File: config.mk
export PLATFORM = sky130hd
export DESIGN_NAME = serial_framed_tx_flat
export DESIGN_NICKNAME = d
export VERILOG_FILES = /design/src/rtl/serial_tx_pkg.sv /design/src/rtl/serial_framed_tx_if.sv /design/src/rtl/baud_tick_gen.sv /design/src/rtl/serial_framed_tx.sv /design/src/flat_wrapper.sv
export SDC_FILE = /design/constraint.sdc
export NUM_CORES = 1
export LEC_CHECK = 0
export BUFFER_PORTS_ARGS = -buffer_cell sky130_fd_sc_hd__buf_2
export CORE_MARGIN = 8
export CORE_UTILIZATION = 30
export DETAILED_ROUTE_END_ITERATION = 6
export GPL_TIMING_DRIVEN = 0
export MAX_ROUTING_LAYER = met4
export PLACE_DENSITY = 0.5
export SYNTH_ARGS = -nofsm -noshare
export SYNTH_HDL_FRONTEND = slang
export SYNTH_SLANG_ARGS = --single-unit
File: constraint.sdc
create_clock -name Clk -period 7.1 [get_ports Clk]
set_input_delay 1.775 -clock Clk [delete_from_list [all_inputs] [get_ports Clk]]
set_output_delay 1.775 -clock Clk [all_outputs]
set_load 0.05 [all_outputs]
File: src/rtl/serial_tx_pkg.sv
// Shared types and helpers for the framed serial transmitter and its future receiver.
// Pure declarations: no logic, no latency, no flow control.
package serial_tx_pkg;

  typedef enum logic [2:0] {
    IDLE   = 3'd0,
    START  = 3'd1,
    DATA   = 3'd2,
    PARITY = 3'd3,
    STOP   = 3'd4
  } tx_state_t;

  function automatic int FRAME_BITS(input int data_w, input int parity_en, input int stop_bits);
    return 1 + data_w + parity_en + stop_bits;
  endfunction

  // Never returns less than 1 so a one-bit word still gets a legal index vector.
  function automatic int clog2(input int v);
    int r;
    r = 0;
    while ((1 << r) < v) r = r + 1;
    return (r < 1) ? 1 : r;
  endfunction

endpackage

File: src/rtl/serial_framed_tx_if.sv
// Word-load / start-request bus and line-side status of the framed serial transmitter.
// master = the client feeding words, slave = the transmitter.
interface serial_framed_tx_if #(
  parameter int DATA_W = 32,
  parameter int DIV_W  = 16
);
  logic [DATA_W-1:0] DataIn;
  logic              Sample;
  logic              StartTx;
  logic [DIV_W-1:0]  BaudDiv;
  logic              Dout;
  logic              TxBusy;
  logic              TxDone;
  logic              HoldFull;
  logic              Overrun;

  modport master (
    output DataIn, Sample, StartTx, BaudDiv,
    input  Dout, TxBusy, TxDone, HoldFull, Overrun
  );

  modport slave (
    input  DataIn, Sample, StartTx, BaudDiv,
    output Dout, TxBusy, TxDone, HoldFull, Overrun
  );
endinterface

File: src/rtl/baud_tick_gen.sv
// Bit-period timer: tick is combinational on the last clock of each (divisor+1)-clock period.
// No flow control; restart holds the count at zero until released.
module baud_tick_gen #(
  parameter int DIV_W = 16
) (
  input  logic             clk,
  input  logic             rst_n,
  input  logic             restart,
  input  logic [DIV_W-1:0] divisor,
  output logic             tick
);
  logic [DIV_W-1:0] cnt;

  assign tick = !restart && (cnt == divisor);

  always_ff @(posedge clk or negedge rst_n) begin
    if (!rst_n) begin
      cnt <= '0;
    end else if (restart || tick) begin
      cnt <= '0;
    end else begin
      cnt <= cnt + DIV_W'(1);
    end
  end
endmodule

File: src/rtl/serial_framed_tx.sv
// Framed serial transmitter (start, data, optional parity, 1-2 stops) with a one-word holding buffer.
// Outputs registered, frame begins on the edge seeing StartTx with a full buffer; Sample into an unconsumed full buffer pulses Overrun.
module serial_framed_tx
  import serial_tx_pkg::*;
#(
  parameter int DATA_W     = 32,
  parameter int DIV_W      = 16,
  parameter int LSB_FIRST  = 0,
  parameter int PARITY_EN  = 1,
  parameter int PARITY_ODD = 0,
  parameter int STOP_BITS  = 1
) (
  input logic               Clk,
  input logic               Reset_n,
  serial_framed_tx_if.slave bus
);
  localparam int               IDX_W     = clog2(DATA_W);
  localparam logic [IDX_W-1:0] LAST_IDX  = IDX_W'(DATA_W - 1);
  localparam logic             STOP_LAST = 1'(STOP_BITS - 1);

  tx_state_t         state_q, state_d;
  logic [DATA_W-1:0] hold_q, shift_q, shift_d, shifted;
  logic              hold_full_q, overrun_q, parity_q;
  logic [DIV_W-1:0]  div_q;
  logic [IDX_W-1:0]  idx_q, idx_d;
  logic              stop_q, stop_d;
  logic              dout_q, dout_d, busy_q, busy_d, done_q, done_d;
  logic              consume, tick, next_bit;

  baud_tick_gen #(.DIV_W(DIV_W)) u_baud (
    .clk     (Clk),
    .rst_n   (Reset_n),
    .restart (state_q == IDLE),
    .divisor (div_q),
    .tick    (tick)
  );

  assign next_bit = (LSB_FIRST != 0) ? shift_q[0] : shift_q[DATA_W-1];
  assign shifted  = (LSB_FIRST != 0) ? (shift_q >> 1) : (shift_q << 1);

  always_comb begin
    state_d = state_q;
    shift_d = shift_q;
    idx_d   = idx_q;
    stop_d  = stop_q;
    dout_d  = dout_q;
    busy_d  = busy_q;
    done_d  = 1'b0;
    consume = 1'b0;
    case (state_q)
      IDLE: begin
        if (bus.StartTx && hold_full_q) consume = 1'b1;
      end
      START: begin
        if (tick) begin
          state_d = DATA;
          dout_d  = next_bit;
          shift_d = shifted;
          idx_d   = '0;
        end
      end
      DATA: begin
        if (tick) begin
          if (idx_q != LAST_IDX) begin
            dout_d  = next_bit;
            shift_d = shifted;
            idx_d   = idx_q + IDX_W'(1);
          end else if (PARITY_EN != 0) begin
            state_d = PARITY;
            dout_d  = parity_q;
          end else begin
            state_d = STOP;
            dout_d  = 1'b1;
            stop_d  = 1'b0;
          end
        end
      end
      PARITY: begin
        if (tick) begin
          state_d = STOP;
          dout_d  = 1'b1;
          stop_d  = 1'b0;
        end
      end
      STOP: begin
        if (tick) begin
          if (stop_q != STOP_LAST) begin
            stop_d = 1'b1;
          end else begin
            done_d = 1'b1;
            // Chained frames reload here so the next start bit follows with no idle gap.
            if (bus.StartTx && hold_full_q) begin
              consume = 1'b1;
            end else begin
              state_d = IDLE;
              busy_d  = 1'b0;
              dout_d  = 1'b1;
            end
          end
        end
      end
      default: state_d = IDLE;
    endcase
    if (consume) begin
      state_d = START;
      dout_d  = 1'b0;
      busy_d  = 1'b1;
      shift_d = hold_q;
    end
  end

  always_ff @(posedge Clk or negedge Reset_n) begin
    if (!Reset_n) begin
      state_q  <= IDLE;
      shift_q  <= '0;
      idx_q    <= '0;
      stop_q   <= 1'b0;
      dout_q   <= 1'b1;
      busy_q   <= 1'b0;
      done_q   <= 1'b0;
      div_q    <= '0;
      parity_q <= 1'b0;
    end else begin
      state_q <= state_d;
      shift_q <= shift_d;
      idx_q   <= idx_d;
      stop_q  <= stop_d;
      dout_q  <= dout_d;
      busy_q  <= busy_d;
      done_q  <= done_d;
      if (consume) begin
        div_q    <= bus.BaudDiv;
        parity_q <= (^hold_q) ^ (PARITY_ODD != 0);
      end
    end
  end

  // A word consumed this edge frees the buffer, so a simultaneous Sample is accepted.
  always_ff @(posedge Clk or negedge Reset_n) begin
    if (!Reset_n) begin
      hold_q      <= '0;
      hold_full_q <= 1'b0;
      overrun_q   <= 1'b0;
    end else begin
      overrun_q <= 1'b0;
      if (bus.Sample) begin
        if (!hold_full_q || consume) begin
          hold_q      <= bus.DataIn;
          hold_full_q <= 1'b1;
        end else begin
          overrun_q <= 1'b1;
        end
      end else if (consume) begin
        hold_full_q <= 1'b0;
      end
    end
  end

  assign bus.Dout     = dout_q;
  assign bus.TxBusy   = busy_q;
  assign bus.TxDone   = done_q;
  assign bus.HoldFull = hold_full_q;
  assign bus.Overrun  = overrun_q;
endmodule
File: src/flat_wrapper.sv
// flat-port wrapper written by rule: the top's interface ports become plain ports
module serial_framed_tx_flat import serial_tx_pkg::*;
#(
  parameter int DATA_W     = 32,
  parameter int DIV_W      = 16,
  parameter int LSB_FIRST  = 0,
  parameter int PARITY_EN  = 1,
  parameter int PARITY_ODD = 0,
  parameter int STOP_BITS  = 1
)
  (Clk, Reset_n, bus_DataIn, bus_Sample, bus_StartTx, bus_BaudDiv, bus_Dout, bus_TxBusy, bus_TxDone, bus_HoldFull, bus_Overrun);
  serial_framed_tx_if #(.DATA_W(DATA_W), .DIV_W(DIV_W)) bus_i ();
  input logic Clk;
  input logic Reset_n;
  input wire logic [$bits(bus_i.DataIn)-1:0] bus_DataIn;
  input wire logic [$bits(bus_i.Sample)-1:0] bus_Sample;
  input wire logic [$bits(bus_i.StartTx)-1:0] bus_StartTx;
  input wire logic [$bits(bus_i.BaudDiv)-1:0] bus_BaudDiv;
  output wire logic [$bits(bus_i.Dout)-1:0] bus_Dout;
  output wire logic [$bits(bus_i.TxBusy)-1:0] bus_TxBusy;
  output wire logic [$bits(bus_i.TxDone)-1:0] bus_TxDone;
  output wire logic [$bits(bus_i.HoldFull)-1:0] bus_HoldFull;
  output wire logic [$bits(bus_i.Overrun)-1:0] bus_Overrun;
  assign bus_i.DataIn = bus_DataIn;
  assign bus_i.Sample = bus_Sample;
  assign bus_i.StartTx = bus_StartTx;
  assign bus_i.BaudDiv = bus_BaudDiv;
  assign bus_Dout = bus_i.Dout;
  assign bus_TxBusy = bus_i.TxBusy;
  assign bus_TxDone = bus_i.TxDone;
  assign bus_HoldFull = bus_i.HoldFull;
  assign bus_Overrun = bus_i.Overrun;
  serial_framed_tx #(.DATA_W(DATA_W), .DIV_W(DIV_W), .LSB_FIRST(LSB_FIRST), .PARITY_EN(PARITY_EN), .PARITY_ODD(PARITY_ODD), .STOP_BITS(STOP_BITS)) u_core (.Clk(Clk), .Reset_n(Reset_n), .bus(bus_i));
endmodule
======== After elaboration in Yosys (flattened, before gate mapping) ========
Index checks and enable logic that the tools add are counted.
word-level totals
  word-level logic and storage cells ...... 110
  output and inout bits ................... 5
  register bits ........................... 111
cells by class
  add/sub/neg operators ................... 2
  equal/unequal tests ..................... 23
  reductions and logical operators ........ 23
  muxes and demuxes ....................... 49
operators by type and width
  kind                                                                     number
  32-bit two-way mux                                                       4
  32-bit one-hot mux with 2 select lines                                   1
  32-bit XOR reduction                                                     1
  1-bit two-way mux                                                        27
  3-bit two-way mux                                                        8
  3-bit by 2-bit inequality test with 1-bit output, second input constant  6
  16-bit by 1-bit adder with 16-bit output, second input constant          1
  16-bit equality test                                                     1
  16-bit two-way mux                                                       1
  5-bit two-way mux                                                        3
  3-bit one-hot mux with 5 select lines                                    1
  4-bit AND reduction                                                      3
  2-bit inequality test, second input constant                             5
  5-bit one-hot mux with 2 select lines                                    1
  2-bit nonzero test                                                       5
  2-bit by 1-bit inequality test with 1-bit output, second input constant  4
  8-bit AND reduction                                                      1
  7-bit AND reduction                                                      1
  3-bit by 2-bit equality test with 1-bit output, second input constant    2
  5-bit by 1-bit adder with 5-bit output, second input constant            1
  5-bit inequality test, second input constant                             1
  5-bit nonzero test                                                       1
  1-bit one-hot mux with 2 select lines                                    2
  1-bit one-hot mux with 4 select lines                                    1
  11 further kinds                                                         15

======== Logic depth before layout (Yosys ltp) ========
  depth after elaboration ................. 8
  mapped depth ............................ 10
  depth with buffers taken out ............ 9

======== By module ========
Synthesis repeated with hierarchy kept, for this count alone.
unflattened totals
  cells, all modules ...................... 516
  area total of the unflattened synthesis .. 5275.1 sq um
modules (own cells, without submodules)
  module            cells an instance  sequential area each (sq um)  instances  area an instance (sq um)
  serial_framed_tx  418                2353.5                        1          4337.9
  baud_tick_gen     98                 400.4                         1          937.1

======== Least setup slack after synthesis ========
Ideal clock, no wire load.
  path kind ............................... input to register
  start ................................... input port bus_StartTx
  end ..................................... register u_core.hold_q[10]
  data arrival time ....................... 2.955 ns
  path slack .............................. 4.020 ns
  buffers on the path ..................... 1
  required time ........................... 6.975 ns
  setup time .............................. 0.125 ns
  stages .................................. 5
  cells stage by stage .................... nand2_1 > a211o_1 > a21boi_4 > buf_6 > mux2_2
between the ends
  longest elaborated chain between the ends .. 7
RTL lines
  what                                       line                                            text
  start: declaration                         flat_wrapper.sv:17                              input wire logic [$bits(bus_i.StartTx)-1:0] bus_StartTx;
  1-bit logical AND (*)                      serial_framed_tx.sv:52, serial_framed_tx.sv:92
  1-bit two-way mux (*)                      serial_framed_tx.sv:52, serial_framed_tx.sv:92
  1-bit two-way mux                          serial_framed_tx.sv:87                          if (stop_q != STOP_LAST) begin
  1-bit two-way mux                          serial_framed_tx.sv:86                          if (tick) begin
  1-bit one-hot mux with 2 select lines (*)  serial_framed_tx.sv:50                          case (state_q)
  1-bit logical OR (*)                       serial_framed_tx.sv:147                         if (!hold_full_q || consume) begin
  2-bit AND reduction (no source line) (*)   n/a
  end signal: assignment                     serial_framed_tx.sv:148                         hold_q <= bus.DataIn;
  end: declaration                           serial_framed_tx.sv:22                          logic [DATA_W-1:0] hold_q, shift_q, shift_d, shifted;
Every way passes the cells marked *; elsewhere a longest branch is shown, timed or not.
A chain may end at the register's enable or synchronous reset.

======== Worst setup path in the final report ========
  start ................................... input port bus_StartTx
  end ..................................... register u_core.div_q[9]
between the ends
  longest elaborated chain between the ends .. 5
RTL lines
  what                                       line                                            text
  1-bit logical AND (*)                      serial_framed_tx.sv:52, serial_framed_tx.sv:92
  1-bit two-way mux (*)                      serial_framed_tx.sv:52, serial_framed_tx.sv:92
  1-bit two-way mux                          serial_framed_tx.sv:87
  1-bit two-way mux                          serial_framed_tx.sv:86
  1-bit one-hot mux with 2 select lines (*)  serial_framed_tx.sv:50
  end signal: assignment                     serial_framed_tx.sv:132                         div_q <= bus.BaudDiv;
  end: declaration                           serial_framed_tx.sv:24                          logic [DIV_W-1:0] div_q;
Marked as above.

==> results.ini <==
[floorplan]
fp-row-count=48
io_pins=57
die_h_um=147
initial_core_util_pct=30.1
die_w_um=147
fp.dieArea_um2=21600
core_um2=17100

[setup_path]
worstSetupPathType=in -> reg
max_stage_delay_ns=0.60
r2r_end=u_core.div_q[9]
worstPathArrival_ns=3.39
worstPathCellList=buf_2 > nand2_1 > a211oi_2 > buf_2 > mux2_2
cp_top_family=compound AO/OA/AOI/OAI gates
required_ns=7.33
worst-r2r-setup-slack_ns=4.19
critPathMostFrequentCell=buf_2
start_kind=input port
path_max_fanout=10
cp-end-kind=register
r2r_start=u_core.u_baud.cnt[11]
path_buf_inv=2
worst_path_max_delay_cell=a211oi_2
r2r_cells=6

[yosys]
synthCells=450
synth.yosys.seq_area_share_pct=53.6
synth_area_leaders=dfrtp_1 (53%), mux2_2 (10%), mux2i_1 (6.2%), xnor2_1 (5.6%), o21ai_0 (4.3%)
yosysTopAreaCellShare_pct=53.0
synthFlopType=dfrtp_1
yosys.area_share.simple_pct=9.44
synth_edf_count=0
synth_adder_area_share_pct=0.730
synth-seq-cells=110
yosysTopAreaCell=dfrtp_1
synthesis.area_um2=5140
synth_fp_nets=505
synth_xor_area_share_pct=9.88
synth-warning-count=0
synth_compound_area_share_pct=7.06
avgSynthCellArea_um2=11.4
async_flop_share_pct=100
synth_top_family_by_area=multiplexers
synth.distinct_cells=38
synth_mux_area_share_pct=16.7

[pwr]
powerDensity_nw_per_um2=371
vdd_drop_max_mv=0.192
leakagePower_nw=2.76
power_mw=2.23

[sta]
setup_slack_ns=3.95
period_share_pct=44.4
slew_headroom_pct=53.3
tightest_slew_ns=0.699
finalHoldViolCount=0
whs_ns=0.489
setup_viol=0
finalMaxSlewViolations=0
rsz0062_at_grt=false
max_freq_mhz=317
finalClockSkew_ns=0.0110
setup_tns_ns=0
min_period_ns=3.15

[routing]
post_drt_wl_per_cell_um=13.9
drc=0
drt_pass1_iterations=5
drt_iter0_drc=120
drtAntennaViolNets=0
vias=3334
viasPerCell=4.46
wl_um=10400

[cts]
postCtsHoldBufs=0
cts_tree=built
ctsLongestPathBuffers=2
cts.clk_slew.worst_paths_ns=0.07
cts_sinks=110
clock-root-buffer=clkbuf_16
h-tree-depth=3
cts_setup_buffers=0
ctsResizeCount=0
cts_buffers=9
clock_latency_ns=0.35

[global_route]
grt-ovfl-total=0
grt_usage_pct=10.6
first_global_vias=3724
grt_first_pass_wirelength_um=18100
antenna_found_initial=0
grt_start_max_net_pins=74

[job]
cap_violations=0

[final_layout]
nets=573
fin_cells=748
drive_above_1_share_pct=25.4
areaGrowthSynthToFinish_pct=17.0
final_common_cell=dfrtp_1
antenna-diode-count=0
final_cell_mix=dfrtp_1 (109), buf_2 (60), nand2_1 (53), mux2_2 (47), o21ai_0 (44)

[placement]
dp_worst_setup_slack_ns=3.51
hpwlAfterDp_um=7650
io_buffers=56
dpl.cell_count=732
gp_congestion=0.772

[hold_path]
hold_path.class=reg -> reg
worstHoldPathCells=1
min_to=u_core.bus.Dout
hold_path.startpoint=u_core.bus.Dout

[run_status]
status=finished clean

[stage by stage]
step                cell area [um^2]  util [%]
finish                          6020      35.3
global route                    6020      35.3
CTS                             6020      35.3
detailed placement              5730      33.6
global placement                5700      33.4
floorplan                       5140         -
[layout make-up]
| class | instances | area [um^2] |
|---|---|---|
| Buffer | 22 | 111 |
| Clock buffer | 11 | 243 |
| Clock inverter | 5 | 38.8 |
| Fill cell | 1732 | 11000 |
| Inverter | 6 | 22.5 |
| Multi-Input combinational cell | 312 | 2250 |
| Sequential cell | 110 | 2750 |
| Tap cell | 225 | 282 |
| Timing Repair Buffer | 57 | 310 |
[logic make-up (layout without fill, tap and decap cells)]
family                   Yosys count  after routing
AO/OA/AOI/OAI                     63             63
XOR/XNOR                          58             58
adder cells (fa/ha/maj)            3              3
buffers and inverters             28            101
flip-flops                       110            110
multiplexers                      80             80
AND/OR/NAND/NOR                  108            108
[where the power goes]
| part | leakage, nW | switching [mW] | internal, mW | total, mW |
|---|---|---|---|---|
| registers | 1.34 | 0.160 | 0.837 | 0.997 |
| logic | 1.29 | 0.339 | 0.415 | 0.755 |
| clock network | 0.137 | 0.230 | 0.251 | 0.481 |
[per-layer routing]
| metal | GRT usage (%) | vias up | part of all wire (%) |
|---|---|---|---|
| met5 | - | - | 0 |
| met4 | 3.21 | 0 | 1.2 |
| met3 | 2.86 | 8 | 4.2 |
| met2 | 17.0 | 48 | 48 |
| met1 | 12.8 | 1608 | 47 |
| li1 | - | 1670 | - |
[synthesized netlist by cell type, types with 3 or more instances]
master,number
dfrtp_1,109
nand2_1,53
mux2_2,47
o21ai_0,44
xnor2_1,33
mux2i_1,32
xor2_1,25
nor2_1,19
clkbuf_1,13
nand3_1,7
a21oi_1,6
inv_1,6
buf_2,5
nand2b_1,5
and3_1,4
nor3_1,4
nor4_1,4
or3_1,4
buf_6,3
ha_1,3
or2_2,3
[flip-flops by register name, summed over array words and instances (netlist names)]
name	flops
u_core.hold_q	32
u_core.shift_q	32
u_core.div_q	16
u_core.u_baud.cnt	16
u_core.idx_q	5
u_core.state_q	3
u_core.bus.Dout	1
u_core.bus.HoldFull	1
u_core.bus.Overrun	1
u_core.bus.TxBusy	1
u_core.bus.TxDone	1
u_core.parity_q	1
[how the worst max path moves through the flow]
stage          cells past startpoint                 to        start
3_3_place_gp                       1  u_core.hold_q[25]      Reset_n
5_1_grt                            5    u_core.div_q[9]  bus_StartTx
2_1_floorplan                      5  u_core.hold_q[10]  bus_StartTx
3_5_place_dp                       5    u_core.div_q[9]  bus_StartTx
6_report                           5    u_core.div_q[9]  bus_StartTx
4_1_cts                            5    u_core.div_q[9]  bus_StartTx
[worst reg2reg max path, stage by stage (launching register included)]
cell and delay, ns:
dfrtp_1 0.44, xor2_1 0.16, nor4_1 0.44, nand4_1 0.30, a211oi_2 0.69, buf_2 0.39, mux2_2 0.37
No activity file was read; power rests on OpenSTA's default activity.
